### src/rtl/dmem_arbiter.sv
// Shares the single-port data memory between the CPU (MEM stage) and DBG ports; reads return after MEM_LAT cycles.
// Define DMEM_ARB_RR_EN for round-robin arbitration; otherwise CPU has fixed priority over DBG.
module dmem_arbiter #(
    parameter int ADDR_W  = 32,
    parameter int WDATA_W = 32,
    parameter int RDATA_W = 8,
    parameter int MEM_LAT = 1
) (
    input  logic               clk_i,
    input  logic               rst_ni,
    input  logic               cpu_req_i,
    input  logic               cpu_we_i,
    input  logic [ADDR_W-1:0]  cpu_addr_i,
    input  logic [WDATA_W-1:0] cpu_wdata_i,
    output logic               cpu_gnt_o,
    output logic               cpu_rvalid_o,
    input  logic               dbg_req_i,
    input  logic               dbg_we_i,
    input  logic [ADDR_W-1:0]  dbg_addr_i,
    input  logic [WDATA_W-1:0] dbg_wdata_i,
    output logic               dbg_gnt_o,
    output logic               dbg_rvalid_o,
    output logic [RDATA_W-1:0] rdata_o,
    output logic [ADDR_W-1:0]  mem_addr_o,
    output logic [WDATA_W-1:0] mem_wdata_o,
    output logic               mem_we_o,
    input  logic [RDATA_W-1:0] mem_rdata_i,
    output logic               stall_o
);
    typedef enum logic {IDLE = 1'b0, BUSY = 1'b1} state_t;

    localparam logic [3:0] LAT_INIT = 4'(MEM_LAT - 1);

    state_t     r_state, w_state_nxt;
    logic [3:0] r_lat_cnt, w_lat_cnt_nxt;
    logic       r_owner_dbg, w_owner_dbg_nxt;
    logic       w_cpu_req, w_dbg_req, w_done, w_can_gnt;
    logic       w_cpu_gnt, w_dbg_gnt, w_gnt_we;

    // Requests are masked during reset so every output reads 0 while rst_ni is low.
    assign w_cpu_req = cpu_req_i & rst_ni;
    assign w_dbg_req = dbg_req_i & rst_ni;
    assign w_done    = (r_state == BUSY) && (r_lat_cnt == 4'd0);
    assign w_can_gnt = (r_state == IDLE) || w_done;

`ifdef DMEM_ARB_RR_EN
    logic r_last_dbg;

    always_comb begin
        w_cpu_gnt = 1'b0;
        w_dbg_gnt = 1'b0;
        if (w_can_gnt) begin
            if (w_cpu_req && w_dbg_req) begin
                w_cpu_gnt = r_last_dbg;
                w_dbg_gnt = ~r_last_dbg;
            end else begin
                w_cpu_gnt = w_cpu_req;
                w_dbg_gnt = w_dbg_req;
            end
        end
    end

    always_ff @(posedge clk_i or negedge rst_ni) begin
        if (!rst_ni) begin
            r_last_dbg <= 1'b1;
        end else if (w_cpu_gnt || w_dbg_gnt) begin
            r_last_dbg <= w_dbg_gnt;
        end
    end
`else
    assign w_cpu_gnt = w_can_gnt & w_cpu_req;
    assign w_dbg_gnt = w_can_gnt & w_dbg_req & ~w_cpu_req;
`endif

    always_comb begin
        mem_addr_o  = '0;
        mem_wdata_o = '0;
        w_gnt_we    = 1'b0;
        if (w_cpu_gnt) begin
            mem_addr_o  = cpu_addr_i;
            mem_wdata_o = cpu_wdata_i;
            w_gnt_we    = cpu_we_i;
        end else if (w_dbg_gnt) begin
            mem_addr_o  = dbg_addr_i;
            mem_wdata_o = dbg_wdata_i;
            w_gnt_we    = dbg_we_i;
        end
    end

    // A read granted in the completion cycle re-arms the counter immediately.
    always_comb begin
        w_state_nxt     = r_state;
        w_lat_cnt_nxt   = r_lat_cnt;
        w_owner_dbg_nxt = r_owner_dbg;
        if ((w_cpu_gnt || w_dbg_gnt) && !w_gnt_we) begin
            w_state_nxt     = BUSY;
            w_lat_cnt_nxt   = LAT_INIT;
            w_owner_dbg_nxt = w_dbg_gnt;
        end else if (w_done) begin
            w_state_nxt = IDLE;
        end else if (r_state == BUSY) begin
            w_lat_cnt_nxt = r_lat_cnt - 4'd1;
        end
    end

    always_ff @(posedge clk_i or negedge rst_ni) begin
        if (!rst_ni) begin
            r_state     <= IDLE;
            r_lat_cnt   <= 4'd0;
            r_owner_dbg <= 1'b0;
        end else begin
            r_state     <= w_state_nxt;
            r_lat_cnt   <= w_lat_cnt_nxt;
            r_owner_dbg <= w_owner_dbg_nxt;
        end
    end

    assign cpu_gnt_o    = w_cpu_gnt;
    assign dbg_gnt_o    = w_dbg_gnt;
    assign mem_we_o     = w_gnt_we;
    assign cpu_rvalid_o = w_done & ~r_owner_dbg;
    assign dbg_rvalid_o = w_done & r_owner_dbg;
    assign rdata_o      = w_done ? mem_rdata_i : '0;
    assign stall_o      = w_cpu_req & ~w_cpu_gnt;

endmodule
### config.mk
export PLATFORM = sky130hd
export DESIGN_NAME = dmem_arbiter
export DESIGN_NICKNAME = d
export VERILOG_FILES = /design/src/rtl/dmem_arbiter.sv
export SDC_FILE = /design/constraint.sdc
export NUM_CORES = 1
export LEC_CHECK = 0
export ABC_CLOCK_PERIOD_IN_PS = 2800
export CORE_AREA = 2 2 84 86
export DETAILED_ROUTE_END_ITERATION = 8
export DIE_AREA = 0 0 86 88
export PLACE_DENSITY = 0.77
export SYNTH_ARGS = -nofsm -noshare
export SYNTH_HDL_FRONTEND = slang
export SYNTH_SLANG_ARGS = --single-unit
### constraint.sdc
create_clock -name clk_i -period 2.8 [get_ports clk_i]
set_input_delay 0.42 -clock clk_i [delete_from_list [all_inputs] [get_ports clk_i]]
set_output_delay 0.42 -clock clk_i [all_outputs]
set_load 0.02 [all_outputs]
==> results, run 1 <==
- The flow ran to the end, and the final reports show no timing, DRC or antenna violations.
- The effective utilization at floorplan is 16.6%.
- The clock skew after layout is roughly 0.0023 ns.
- The remaining global-route overflow is 0.
- The post-route netlist has 25.1% of its cells at a drive strength greater than 1.
- The netlist uses 27 different library cells.
- The worst setup path is launched from a flop.
- The number of endpoints failing setup at the final stage is 0.
- The via count normalized by instance count is around 4.8.
- Global routing used 20.7% of the available met1 tracks.
- In this run the worst hold path is classified as in -> async.
- The clock reaches the later pin of the worst-skew pair after 0.23 ns.
- The routed wire length is 7610 um.
- The number of flip-flops and latches in the synthesized netlist is 6.
- The routed design could run at a clock period as short as between 2 and 3 ns.
- The top cell type by area accounts for about half of the synthesized area.
- The slew at the pin with the worst max-slew slack is about 0.49 ns.
- The largest stage delay on the critical path is 0.40 ns.
- The largest total area in the synthesized netlist belongs to sky130_fd_sc_hd__a22o_1.
- The setup path with the least slack is of type reg -> out.
- The final core area utilization is 49.2%.
- In this run the most used layer during global routing was met2.
- The cell with the largest stage delay on the worst path is sky130_fd_sc_hd__or3b_4.
- The number of antenna violations at the first check in global routing came to 0.
- The CTS tree is built.
- For this run, the number of Yosys warnings is 0.
- The count of input and output buffers is 219.
- The horizontal die dimension is 86 um.
- During I/O placement, the number of pins put on the boundary was 220.
- In this run the static leakage power is roughly 1.5 nW.
- The total clock buffers created by CTS is 3.
- Detailed placement finished with a half-perimeter wire length of 6070 um.
- The worst slew slack as a fraction of its limit is 67.3%.
- The library cell used most frequently in the layout, excluding fill and tap cells, is sky130_fd_sc_hd__clkdlybuf4s50_1.
- After synthesis, the cell types taking the most area are sky130_fd_sc_hd__a22o_1, sky130_fd_sc_hd__dfrtp_1, sky130_fd_sc_hd__and3_1.
- In this run, post-CTS hold repair placed 0 buffers.
- In the global route stage, met2 resource usage came out at 33.0%.
- In this design, the critical path's most frequently occurring cell is sky130_fd_sc_hd__buf_4.
- The share of the cycle needed by the critical path after routing is between 90% and 100%.
- Overall power consumption after layout is estimated at ~0.72 mW.
- The die is 88 um tall.
- In this run the number of H-tree levels came out at 1.
- The nature of the critical path endpoint is an output pin.
- The largest buffer count on any clock path is 2.
- The first TritonRoute pass finished after 4 iterations.
- Summing over every cut layer, the via total after detailed routing is 2067.
- The critical path goes through inv_1, ha_1, or3b_4, buf_4, a21oi_4, buf_4, clkbuf_16, a22o_1, clkbuf_2.
- In this run, placement finished with an instance count of 428.
- The clock root buffer is sky130_fd_sc_hd__clkbuf_8.
- The net count of the finished layout is 501.
- CTS saw 6 sinks.
- Dividing the detail-routed wire length by the instance count gives 17.5 um.
- After the first detailed-routing iteration, the DRC count stood at 47.
- VDD sags by at most around 0.00017 V.
- Each instance of the synthesized netlist takes up on average 8.40 um^2.
- The synthesized netlist occupies a cell area of 1100 um^2.
- Sequential elements use between 10% and 20% of the synthesized area.
- The clock-pin slew on the worst setup and hold paths is around 0.040 ns.
- The global-route wire length before repair is 10600 um.
- In the global route stage, met3 resource usage came out at between 4 and 5%.
- The number of global-route vias before repair is 2020.
- The power density normalized to cell area is 220 nW/um^2.
- The area inside the core boundary is around 6600 um^2.
- The area growth from synthesis to layout is 197%.
- The highest clock rate is 369 MHz.
- The antenna diode count is 0.
- In the layout the commonest cells are sky130_fd_sc_hd__clkdlybuf4s50_1, sky130_fd_sc_hd__a22o_1, sky130_fd_sc_hd__clkbuf_2.
- Setup repair after global routing could not meet its margin everywhere.
- The max-capacitance violation count is 0.
- The critical path data arrival time is approximately 2.3 ns.
- The placer congestion estimate is approximately 0.85.
- After routing, the total negative slack on setup checks comes to 0 ns.
- The synthesized net count is 275.
- For this run, the number of standard cells in the final layout without fillers is 435.
- Of all nets on the critical path, the largest fanout is 13.
- The number of standard-cell rows in the floorplan is 30.
- The floorplan step defined a die boundary enclosing 7570 um^2.
- Entering global routing, the biggest net connects 27 pins.
- The final antenna-violating net count is 0.
- The required arrival time at the worst endpoint is 2.38 ns.
- The total global routing track utilization is 17.8%.
- The final routed DRC violation total is 0.
- In the synthesized netlist, the number of instances is 131.
- The count of endpoints failing hold in the final timing report is 0.
- The final max-slew violation count is 0.
[flip-flops by register name, indices dropped and copies added, names as in the netlist]
name         count
r_state          1
r_lat_cnt        4
r_owner_dbg      1
[area by class of cell]
type | instances | area [um^2]
timing repair buffer | 237 | 2110
multi-input combinational | 105 | 848
fill | 670 | 3370
sequential | 6 | 150
tap | 80 | 100
clock buffer | 3 | 41.3
inverter | 4 | 15.0
[synthesized netlist by cell type]
| cell | count |
|---|---|
| sky130_fd_sc_hd__a21oi_1 | 1 |
| sky130_fd_sc_hd__dfrtp_1 | 6 |
| sky130_fd_sc_hd__ha_1 | 2 |
| sky130_fd_sc_hd__buf_6 | 4 |
| sky130_fd_sc_hd__mux2i_1 | 1 |
| sky130_fd_sc_hd__a21oi_2 | 1 |
| sky130_fd_sc_hd__nand2_1 | 5 |
| sky130_fd_sc_hd__buf_2 | 8 |
| sky130_fd_sc_hd__a211oi_2 | 1 |
| sky130_fd_sc_hd__nor3_1 | 4 |
| sky130_fd_sc_hd__buf_4 | 1 |
| sky130_fd_sc_hd__a22o_1 | 65 |
| sky130_fd_sc_hd__nor2_1 | 2 |
| sky130_fd_sc_hd__nand4bb_1 | 1 |
| sky130_fd_sc_hd__buf_1 | 1 |
| sky130_fd_sc_hd__and3_1 | 8 |
| sky130_fd_sc_hd__clkbuf_1 | 2 |
| sky130_fd_sc_hd__o221ai_1 | 1 |
| sky130_fd_sc_hd__inv_1 | 4 |
| sky130_fd_sc_hd__a211oi_1 | 2 |
| sky130_fd_sc_hd__o21ai_0 | 2 |
| sky130_fd_sc_hd__or3b_1 | 1 |
| sky130_fd_sc_hd__nand3_1 | 1 |
| sky130_fd_sc_hd__nor2b_1 | 2 |
| sky130_fd_sc_hd__o22ai_1 | 3 |
| sky130_fd_sc_hd__nand2b_1 | 1 |
| sky130_fd_sc_hd__nor3b_1 | 1 |
[per-stage QoR]
stage	instance area [um^2]	hold slack [ns]	setup slack, ns
finish	3270	0.558	0.0901
global route	3270	0.598	-0.0591
CTS	3490	0.560	0.000743
detailed placement	3460	0.565	-0.114
global placement	3460	0.557	-0.0970
floorplan	1100	0.124	0.368
[cells by family (layout without fill, tap and decap cells)]
| logic type | after synthesis | in the layout | share of synthesized area [%] |
|---|---|---|---|
| AO/OA/AOI/OAI | 76 | 76 | 58.9 |
| adder cells (fa/ha/maj) | 2 | 2 | 2.27 |
| buffers and inverters | 20 | 244 | 10.8 |
| flip-flops | 6 | 6 | 13.7 |
| multiplexers | 1 | 1 | 0.910 |
| AND/OR/NAND/NOR | 26 | 26 | 13.4 |
[what timing repair did]
item / in CTS / in global routing
pin swaps: 1 / 1
endpoints found under the setup margin: 67 / 65
gates cloned: 1 / 1
setup buffers: 1 / 1
gates resized for setup: 96 / 104
[power by group]
part	internal (mW)	switching (mW)	leakage (nW)
logic	0.288	0.200	1.39
registers	0.0902	0.00542	0.0818
clock network	0.0927	0.0417	0.0216
[final timing paths]
path,from,end,slack (ns),cells past startpoint
setup / recovery,r_lat_cnt[0],mem_wdata_o[16],0.09,9
hold / removal,rst_ni,r_lat_cnt[0],0.56,2
setup reg to reg,r_lat_cnt[0],r_owner_dbg,1.19,6
hold reg to reg,r_owner_dbg,r_owner_dbg,0.58,2
max in group asynchronous,rst_ni,r_state,2.13,2
min in group clk_i,r_owner_dbg,r_owner_dbg,0.58,2
[layer usage]
layer / wire [um] / up-vias
li1: - / 993
met5: 0 / -
met3: 736 / 10
met2: 3910 / 124
met1: 2860 / 940
met4: 107 / 0
[worst max-delay path, delay by kind of cell, from the launching register on]
| family | cells | cell delay, ns |
|---|---|---|
| buffers and inverters | 5 | 0.75 |
| and+or+nand+nor | 1 | 0.40 |
| adders and majority gates | 1 | 0.16 |
| AOI/OAI and AO/OA | 2 | 0.37 |
| DFF | 1 | 0.37 |
Note: power is estimated with default switching activity, not from simulation.
==> run 2: changes to the inputs <==
--- a/config.mk
+++ b/config.mk
@@ -6,6 +6,7 @@
 export NUM_CORES = 1
 export LEC_CHECK = 0
 export ABC_CLOCK_PERIOD_IN_PS = 2800
+export CAP_MARGIN = 5
 export CORE_AREA = 2 2 84 86
 export DETAILED_ROUTE_END_ITERATION = 8
 export DIE_AREA = 0 0 86 88
==> results of run 2 <==
No change in the layout: final DEF, timing and power equal those of run 1.
==> run 3: changes to the inputs <==
--- a/config.mk
+++ b/config.mk
@@ -5,11 +5,12 @@
 export SDC_FILE = /design/constraint.sdc
 export NUM_CORES = 1
 export LEC_CHECK = 0
-export ABC_CLOCK_PERIOD_IN_PS = 2800
+export ABC_CLOCK_PERIOD_IN_PS = 2400
 export CAP_MARGIN = 5
-export CORE_AREA = 2 2 84 86
+export CORE_AREA = 2 2 86 88
 export DETAILED_ROUTE_END_ITERATION = 8
-export DIE_AREA = 0 0 86 88
+export DIE_AREA = 0 0 88 90
+export GPL_ROUTABILITY_DRIVEN = 0
 export PLACE_DENSITY = 0.77
 export SYNTH_ARGS = -nofsm -noshare
 export SYNTH_HDL_FRONTEND = slang
==> constraint.sdc (replaced) <==
create_clock -name clk_i -period 2.4 [get_ports clk_i]
set_input_delay 0.36 -clock clk_i [delete_from_list [all_inputs] [get_ports clk_i]]
set_output_delay 0.36 -clock clk_i [all_outputs]
set_load 0.02 [all_outputs]
==> run 3 against run 2 <==
Net effect:
- highest routed layer unchanged
- clock power rose by 19%
- die area rose by 4.7%
- final cell count rose by 11%
- critical endpoint is now mem_addr_o[27]
- the run now ends with setup timing left
- register-to-register slack got worse by 1.2 ns
- largest cell class unchanged
==> results, run 3 (synthesis results as in run 1) <==
- Counting every sink on the clock net gives 6.
- The global routing stage identified its most utilized layer as met2.
- The worst min-delay path class is in -> async.
- The post-layout instance count excluding filler cells is 481.
- The clock arrives with 0.00422 ns of skew.
- In this run the deepest clock path goes through 2 buffers.
- From synthesis to final layout, the design area changed by 263%.
- The wire-length estimate of the detail-placed layout is 5830 um.
- The worst slew slack as a fraction of its limit is 75.1%.
- The cell class contributing the biggest share of worst-path delay is buffers and inverters.
- The number of global-route vias before repair came to 2321.
- At the later pin of the worst-skew pair, clock insertion delay measures 0.23 ns.
- STA classifies the critical path startpoint as a flop.
- In the final layout, the registers with the most flip-flops are r_lat_cnt: 4 flops, r_owner_dbg: 1 flops, r_state: 1 flops.
- The highest clock rate is about 390 MHz.
- STA classifies the critical path endpoint as an output pin.
- For this design the static power due to leakage is ~1.8 nW.
- For this block, the routed nets add up to 8890 um of wire.
- Once placement completed, the tool counted placed cells totaling approximately 450.
- The layout net count is 528.
- For this block, the initial DRC count from the detailed router was 42.
- STA puts the critical path data required time at 2.04 ns.
- The horizontal die dimension is 88 um.
- For this block, the via count after detailed routing is 2241.
- The count of endpoints failing hold in the final timing report is 0.
- The iteration count of the initial detailed-routing pass is 4.
- The number of antenna violations at the first check in global routing is 0.
- The worst vdd rail ir drop is 0.000229 V.
- Across the run, the number of max-cap violations was 0.
- The number of antenna diodes in the final layout is 0.
- During I/O placement, the number of pins put on the boundary was 220.
- The largest individual stage delay along the critical path comes from the cell sky130_fd_sc_hd__or3b_4.
- Global routing consumed, on the met1 layer, 18.8% of the routing resources.
- Setup repair after global routing could not meet its margin everywhere.
- Walking the worst path, the cells encountered are inv_2, ha_4, or3b_4, buf_6, a21oi_4, buf_6, clkbuf_16, a22o_1, buf_6.
- The post-route netlist has 33.2% of its cells at a drive strength greater than 1.
- In this design, the stage delay of the slowest critical-path cell is 0.40 ns.
- The remaining global-route overflow is 0.
- Buffers inserted during clock tree synthesis total 3.
- In the layout the commonest cells are sky130_fd_sc_hd__clkdlybuf4s50_1, sky130_fd_sc_hd__a22o_1, sky130_fd_sc_hd__buf_4.
- The slew at the pin with the worst max-slew slack is roughly 0.37 ns.
- Cells fill 56.9% of the core in the end.
- TritonCTS built the clock tree.
- The overall die area is 7920 um^2.
- After clock tree synthesis, the clock-pin slew on the worst setup and hold paths is 0.04 ns.
- The critical path data arrival time is 2.20 ns.
- The number of endpoints failing setup at the final stage is 67.
- For met3 alone, demand over resource in global routing was ~5.4%.
- The height of the die is 90 um.
- The first global-routing pass estimated 12000 um of wire.
- The run finished, with violations left.
- Power spread over the standard cell area amounts to 240 nW/um^2.
- The final reports fail on setup timing.
- Of all nets on the critical path, the largest fanout is 6.
- The routed design could run at a clock period as short as roughly 2.6 ns.
- The initial utilization of the core area, before any placement, comes to 15.7%.
- The final routed DRC violation total is 0.
- The met2 track demand over resource in global routing is between 30% and 40%.
- Across all setup checks in the final design, the least slack found is -0.157 ns.
- Among the stages of the critical path, the cell type that occurs most often is sky130_fd_sc_hd__buf_6.
- After floorplanning, the core was divided into 31 placement rows.
- The category of the most critical setup path is reg -> out.
- The clock root buffer is sky130_fd_sc_hd__clkbuf_8.
- The area inside the core boundary is 7020 um^2.
- CTS built an H-tree with a depth of 1.
- The flip-flop count of the largest register, all copies and words added is 4.
- The pin count of the biggest net entering global routing is 24.
- After detailed routing, the average wire length per cell comes to 18.5 um.
- The count of input and output buffers is between 200 and 250.
- The via count normalized by instance count is 4.66.
- The library cell used most frequently in the layout, excluding fill and tap cells, is sky130_fd_sc_hd__clkdlybuf4s50_1.
- Once detail routing completed, the nets flagged for antenna violations numbered 0.
- The buffers plus inverters on the worst setup path is 5.
- Global routing used between 10% and 20% of the available tracks.
- r_lat_cnt holds more flip-flops than any other register.
- The final critical path takes up 107% of the cycle.
- The final max-slew violation count is 0.
==> run 3: metal layers <==
layer	wire [um]	share of wire [%]	up-vias
met4	144	1.6	0
met2	4760	54	153
met5	0	0	-
met1	3080	35	1020
li1	-	-	1053
met3	902	10	15
==> run 3: stage by stage <==
step                      setup slack [ns]  cell area (um^2)  hold slack [ns]  power, mW  setup TNS [ns]
after floorplan                     0.0281              1100           0.0644      0.320               0
after global placement              -0.399              3460            0.551      0.720          -21.43
after detailed placement            -0.441              3460            0.554      0.725          -23.86
after CTS                           -0.118              3780            0.311      0.931           -5.84
after global routing                -0.208              3990            0.322      0.998          -11.57
final                               -0.157              3990            0.304      0.959           -7.97
==> run 3: what timing repair did <==
item,in CTS,in global routing
pin swaps,7,14
gates resized for setup,393,26
setup endpoints to repair,78,70
cloned,6,4
setup buffers,17,5
hold buffers,0,0
==> run 3: layout make-up <==
type	count	area, um^2
repair buffers	264	2760
clock buffers	3	41.3
inverters	4	15.0
fillers	617	3030
flip-flops and latches	6	150
multi-input cells	105	900
well taps	99	124
==> run 3: final timing paths <==
kind / from / to / cells past startpoint / slack [ns]
worst min-delay path: rst_ni / r_lat_cnt[1] / 1 / 0.30
worst max-delay path: r_lat_cnt[0] / mem_addr_o[27] / 9 / -0.16
worst max register to register: r_lat_cnt[0] / r_lat_cnt[2] / 16 / -0.04
min in group clk_i: r_owner_dbg / r_owner_dbg / 2 / 0.60
max in group asynchronous: rst_ni / r_lat_cnt[2] / 3 / 1.69
worst min register to register: r_owner_dbg / r_owner_dbg / 2 / 0.60
==> run 3: worst reg2reg max path, stage by stage (launching register included) <==
cell                      delay [ns]
sky130_fd_sc_hd__dfrtp_1        0.37
sky130_fd_sc_hd__inv_2          0.07
sky130_fd_sc_hd__buf_4          0.13
sky130_fd_sc_hd__buf_4          0.12
sky130_fd_sc_hd__buf_4          0.12
sky130_fd_sc_hd__buf_4          0.12
sky130_fd_sc_hd__buf_4          0.12
sky130_fd_sc_hd__buf_4          0.12
sky130_fd_sc_hd__buf_4          0.11
sky130_fd_sc_hd__buf_4          0.12
sky130_fd_sc_hd__buf_4          0.12
sky130_fd_sc_hd__buf_4          0.13
sky130_fd_sc_hd__buf_6          0.12
sky130_fd_sc_hd__ha_4           0.15
sky130_fd_sc_hd__nor2b_4        0.12
sky130_fd_sc_hd__a21oi_2        0.16
sky130_fd_sc_hd__o22ai_2        0.10
==> run 3: where the power goes <==
part | total (mW) | internal [mW] | switching, mW | leakage (nW)
sequential | 0.110 | 0.105 | 0.00455 | 0.0818
clock | 0.159 | 0.108 | 0.0503 | 0.0216
combinational | 0.690 | 0.430 | 0.260 | 1.72
total | 0.959 | 0.644 | 0.315 | 1.82
